==> src/rtl/apb_m_if.sv <==
// APB requester: single valid/ready command in, IDLE->SETUP->ACCESS on APB, one-cycle response strobe out.
// Latency 3 cycles minimum (accept, SETUP, ACCESS) plus pready wait states; req_ready only in IDLE, no buffering.
// Optional ACCESS timeout under `APB_M_TIMEOUT_EN (abort after TIMEOUT_CYCLES wait cycles, rsp_err=1).
module apb_m_if #(
  parameter int ADDR_WIDTH     = 32,
  parameter int DATA_WIDTH     = 32,
  parameter int TIMEOUT_CYCLES = 16
) (
  input  logic                  pclk,
  input  logic                  presetn,
  input  logic                  req_valid,
  output logic                  req_ready,
  input  logic                  req_write,
  input  logic [ADDR_WIDTH-1:0] req_addr,
  input  logic [DATA_WIDTH-1:0] req_wdata,
  output logic                  rsp_valid,
  output logic [DATA_WIDTH-1:0] rsp_rdata,
  output logic                  rsp_err,
  output logic                  psel,
  output logic                  penable,
  output logic                  pwrite,
  output logic [ADDR_WIDTH-1:0] paddr,
  output logic [DATA_WIDTH-1:0] pwdata,
  input  logic [DATA_WIDTH-1:0] prdata,
  input  logic                  pready
);

  if (TIMEOUT_CYCLES < 1) begin : g_timeout_chk
    $error("apb_m_if: TIMEOUT_CYCLES must be >= 1");
  end

  typedef enum logic [1:0] {
    IDLE   = 2'b00,
    SETUP  = 2'b01,
    ACCESS = 2'b10,
    UNUSED = 2'b11
  } state_t;

  state_t                  state, state_nxt;
  logic                    psel_nxt, penable_nxt, pwrite_nxt, rsp_valid_nxt;
  logic [ADDR_WIDTH-1:0]   paddr_nxt;
  logic [DATA_WIDTH-1:0]   pwdata_nxt, rsp_rdata_nxt;

`ifdef APB_M_TIMEOUT_EN
  localparam int CNT_W = $clog2(TIMEOUT_CYCLES + 1);
  logic [CNT_W-1:0] wait_cnt, wait_cnt_nxt, wait_inc;
  logic             rsp_err_nxt;

  assign wait_inc = wait_cnt + CNT_W'(1);
`else
  assign rsp_err = 1'b0;
`endif

  assign req_ready = (state == IDLE);

  always_ff @(posedge pclk or negedge presetn) begin
    if (!presetn) begin
      state <= IDLE;
    end else begin
      state <= state_nxt;
    end
  end

  always_comb begin
    state_nxt     = state;
    psel_nxt      = psel;
    penable_nxt   = penable;
    pwrite_nxt    = pwrite;
    paddr_nxt     = paddr;
    pwdata_nxt    = pwdata;
    rsp_valid_nxt = 1'b0;
    rsp_rdata_nxt = rsp_rdata;
`ifdef APB_M_TIMEOUT_EN
    rsp_err_nxt   = rsp_err;
    wait_cnt_nxt  = wait_cnt;
`endif
    case (state)
      IDLE: begin
        psel_nxt    = 1'b0;
        penable_nxt = 1'b0;
        if (req_valid) begin
          pwrite_nxt = req_write;
          paddr_nxt  = req_addr;
          pwdata_nxt = req_wdata;
          psel_nxt   = 1'b1;
          state_nxt  = SETUP;
        end
      end
      SETUP: begin
        psel_nxt    = 1'b1;
        penable_nxt = 1'b1;
        state_nxt   = ACCESS;
`ifdef APB_M_TIMEOUT_EN
        wait_cnt_nxt = '0;
`endif
      end
      ACCESS: begin
        psel_nxt    = 1'b1;
        penable_nxt = 1'b1;
        // Completion has priority over a timeout landing on the same edge.
        if (pready) begin
          psel_nxt      = 1'b0;
          penable_nxt   = 1'b0;
          rsp_valid_nxt = 1'b1;
          rsp_rdata_nxt = pwrite ? '0 : prdata;
          state_nxt     = IDLE;
`ifdef APB_M_TIMEOUT_EN
          rsp_err_nxt   = 1'b0;
`endif
        end
`ifdef APB_M_TIMEOUT_EN
        else if (wait_inc == CNT_W'(TIMEOUT_CYCLES)) begin
          psel_nxt      = 1'b0;
          penable_nxt   = 1'b0;
          rsp_valid_nxt = 1'b1;
          rsp_rdata_nxt = '0;
          rsp_err_nxt   = 1'b1;
          state_nxt     = IDLE;
        end else begin
          wait_cnt_nxt = wait_inc;
        end
`endif
      end
      default: begin
        psel_nxt    = 1'b0;
        penable_nxt = 1'b0;
        state_nxt   = IDLE;
      end
    endcase
  end

  always_ff @(posedge pclk or negedge presetn) begin
    if (!presetn) begin
      psel      <= 1'b0;
      penable   <= 1'b0;
      pwrite    <= 1'b0;
      paddr     <= '0;
      pwdata    <= '0;
      rsp_valid <= 1'b0;
      rsp_rdata <= '0;
    end else begin
      psel      <= psel_nxt;
      penable   <= penable_nxt;
      pwrite    <= pwrite_nxt;
      paddr     <= paddr_nxt;
      pwdata    <= pwdata_nxt;
      rsp_valid <= rsp_valid_nxt;
      rsp_rdata <= rsp_rdata_nxt;
    end
  end

`ifdef APB_M_TIMEOUT_EN
  always_ff @(posedge pclk or negedge presetn) begin
    if (!presetn) begin
      rsp_err  <= 1'b0;
      wait_cnt <= '0;
    end else begin
      rsp_err  <= rsp_err_nxt;
      wait_cnt <= wait_cnt_nxt;
    end
  end
`endif

endmodule
==> config.mk <==
export PLATFORM = sky130hd
export DESIGN_NAME = apb_m_if
export DESIGN_NICKNAME = d
export VERILOG_FILES = /design/src/rtl/apb_m_if.sv
export SDC_FILE = /design/constraint.sdc
export NUM_CORES = 1
export LEC_CHECK = 0
export ABC_CLOCK_PERIOD_IN_PS = 3210
export CAP_MARGIN = 20
export CORE_MARGIN = 2
export CORE_UTILIZATION = 37
export CTS_CLUSTER_SIZE = 10
export DETAILED_ROUTE_END_ITERATION = 10
export GPL_ROUTABILITY_DRIVEN = 0
export GPL_TIMING_DRIVEN = 1
export PLACE_DENSITY_LB_ADDON = 0.15
export SLEW_MARGIN = 25
export SYNTH_ARGS = -nofsm -noshare
export SYNTH_HDL_FRONTEND = slang
export SYNTH_SLANG_ARGS = --single-unit
==> constraint.sdc <==
create_clock -name pclk -period 3.21 [get_ports pclk]
set_input_delay 0.321 -clock pclk [delete_from_list [all_inputs] [get_ports pclk]]
set_output_delay 0.321 -clock pclk [all_outputs]
set_load 0.01 [all_outputs]
==> results.cfg <==
[die]
pin_count = 203
row_count = 38
dieArea_um2 = 12200
core_um2 = 10900
die_h_um = 110
die_w_um = 110
start_util = 0.382

[sta]
finalHoldViolCount = 0
timing.final.crit_share = 0.661
rsz0062_at_grt = false
fin_tns_setup_ps = 0
fin_crit_ps = 2120
fin_skew_ps = 5.71
fmax_mhz = 471
slew_viol_final = 0
tightest_slew_ps = 763
setup_viol_count_final = 0
slew_headroom = 0.491

[route]
ant_nets = 0
drtPass1Iterations = 4
wl_per_cell_um = 15.6
dr_total_vias = 2942
drc = 0
drt_iter0_drc = 81
wirelength_um = 10100
vias_per_cell = 4.56

[run]
timing.max_cap.violations = 0

[clocking]
numClockSinks = 102
htree_levels = 3
post_cts_resized = 0
cts-root-buf = clkbuf_16
worstSkewPairLatency_ps = 340
cts_made_buffers = 9
cts_tree = yes
cts.clk_slew.worst_paths_ps = 60
hold_buffers = 0
cts.path.max_buffers = 2
postCtsSetupBuffers = 0

[placed_design]
place.port_buffers = 201
dp_hpwl_um = 7290
dp_cells = 629

[hold_path]
hold_class = in2async

[yosys]
syn_inst = 301
synth_area_um2 = 4180
ys_warn_count = 0
ys_seq_area_frac = 0.611
postSynthAreaPerCell_um2 = 13.9
ys_ff_latch = 102
synth_nets = 408
yosys.cell_types.count = 16

[setup_path]
start_kind = flip-flop
ff2ff_path_depth = 5
critPathMaxFanout = 47
critPathArrivalTime_ps = 2340
end_kind = flip-flop
rr_startpoint = state[0]$_DFFE_PN0P_
critPathKind = reg2reg
r2r_end = paddr[16]$_DFFE_PN0P_
cp_data_required_time_ps = 3430
reg2reg_slack_ps = 1090

[cells_and_area]
n_antenna_cell = 0
multi_input_area_um2 = 1510
drive_gt1_frac = 0.180
finalNonFillerCells = 645
layout.nets = 607
seqCellArea_um2 = 2550
fill_cells = 937
area_growth_pct = 58.8

[global_routing]
grt_overflow_total = 0
grt_util_met3 = 0.0417
top_usage_layer = met2
grt_antenna_before_repair = 0
grt_pass1_vias = 2991
track_usage = 0.167
gr-usage-met1 = 0.202
grt_util_met2 = 0.279
grt_pass1_wl_um = 15300
grt_max_degree = 66

[power]
finalPower_w = 0.00641
power_density_nw_per_um2 = 965
cellLeakagePower_nw = 2.95
peakVddDrop_mv = 0.469

[outcome]
status = completed
cells in the mapped netlist, drive strengths merged:
| cell | n | area [um2] |
|---|---|---|
| buf | 13 | 98.8 |
| conb | 1 | 3.75 |
| inv | 4 | 15.0 |
| nor2b | 2 | 12.5 |
| nor2 | 1 | 3.75 |
| dfrtp | 102 | 2550 |
| clkbuf | 5 | 18.8 |
| ha | 6 | 75.1 |
| a21oi | 2 | 10.0 |
| nand2 | 34 | 128 |
| o21ai | 32 | 160 |
| nand2b | 32 | 200 |
| mux2 | 67 | 901 |
power by group:
part | leakage [nW] | switching [W] | internal, W
Combinational | 1.55 | 0.00112 | 0.00190
Sequential | 1.25 | 0.000316 | 0.00190
Clock | 0.154 | 0.000467 | 0.000702
stage by stage:
| stage | utilization | area (um2) | setup slack, ps | hold slack (ps) |
|---|---|---|---|---|
| 2_1_floorplan | - | 4180 | 1640 | 25.4 |
| 3_3_place_gp | 0.577 | 6310 | 1080 | 435 |
| 3_5_place_dp | 0.577 | 6310 | 1020 | 451 |
| 4_1_cts | 0.606 | 6630 | 1050 | 80.3 |
| 5_1_grt | 0.607 | 6640 | 960 | 119 |
| 6_report | 0.607 | 6640 | 1090 | 56.9 |
critical path, stage by stage, from the launching register on:
cell and delay, ps:
dfrtp_1 420, inv_1 110, ha_1 260, nand2_4 540
buf_4 330, mux2_4 320
placed cells by master (no fill, tap or decap), drive strengths merged, types with 2 or more instances in the layout:
master / instances
clkdlybuf4s50: 200
dfrtp: 102
mux2: 67
nand2: 34
nand2b: 32
o21ai: 32
clkbuf: 10
ha: 6
buf: 6
inv: 4
nor2b: 2
a21oi: 2
clkinv: 2
bufinv: 2
clkinvlp: 2
worst max path at each step:
stage,start,endpoint,cells after the start
floorplan,state[0]$_DFFE_PN0P_,paddr[0]$_DFFE_PN0P_,6
finish,state[0]$_DFFE_PN0P_,paddr[16]$_DFFE_PN0P_,5
global placement,req_valid,paddr[18]$_DFFE_PN0P_,4
CTS,state[0]$_DFFE_PN0P_,paddr[16]$_DFFE_PN0P_,5
detailed placement,req_valid,paddr[16]$_DFFE_PN0P_,4
global route,state[0]$_DFFE_PN0P_,paddr[20]$_DFFE_PN0P_,5
area by class of cell:
type / count / area share
multi-input cells: 177 / 0.227
well taps: 140 / 0.0264
inverters: 4 / 0.00226
clock inverters: 6 / 0.0128
repair buffers: 206 / 0.310
flip-flops and latches: 102 / 0.385
clock buffers: 10 / 0.0360
layer usage:
| metal | up-vias | wire length, um |
|---|---|---|
| met5 | - | 0 |
| met4 | 0 | 199 |
| met3 | 14 | 682 |
| met2 | 108 | 5020 |
| met1 | 1423 | 4150 |
| li1 | 1397 | - |
sequential cells by signal, indices dropped and copies added (netlist names):
name / count
state: 2
pwrite: 1
rsp_rdata: 32
paddr: 32
pwdata: 32
penable: 1
psel: 1
rsp_valid: 1
cells by family (layout without fill, tap and decap cells):
family | count (synthesis) | in the layout | share of synthesized area
other cells | 1 | 1 | 0.000897
compound gates | 34 | 34 | 0.0407
buf+inv | 22 | 226 | 0.0317
mux | 67 | 67 | 0.216
fa+ha+maj | 6 | 6 | 0.0180
flops | 102 | 102 | 0.611
simple gates | 69 | 69 | 0.0823
(Power assumes the default switching activity.)
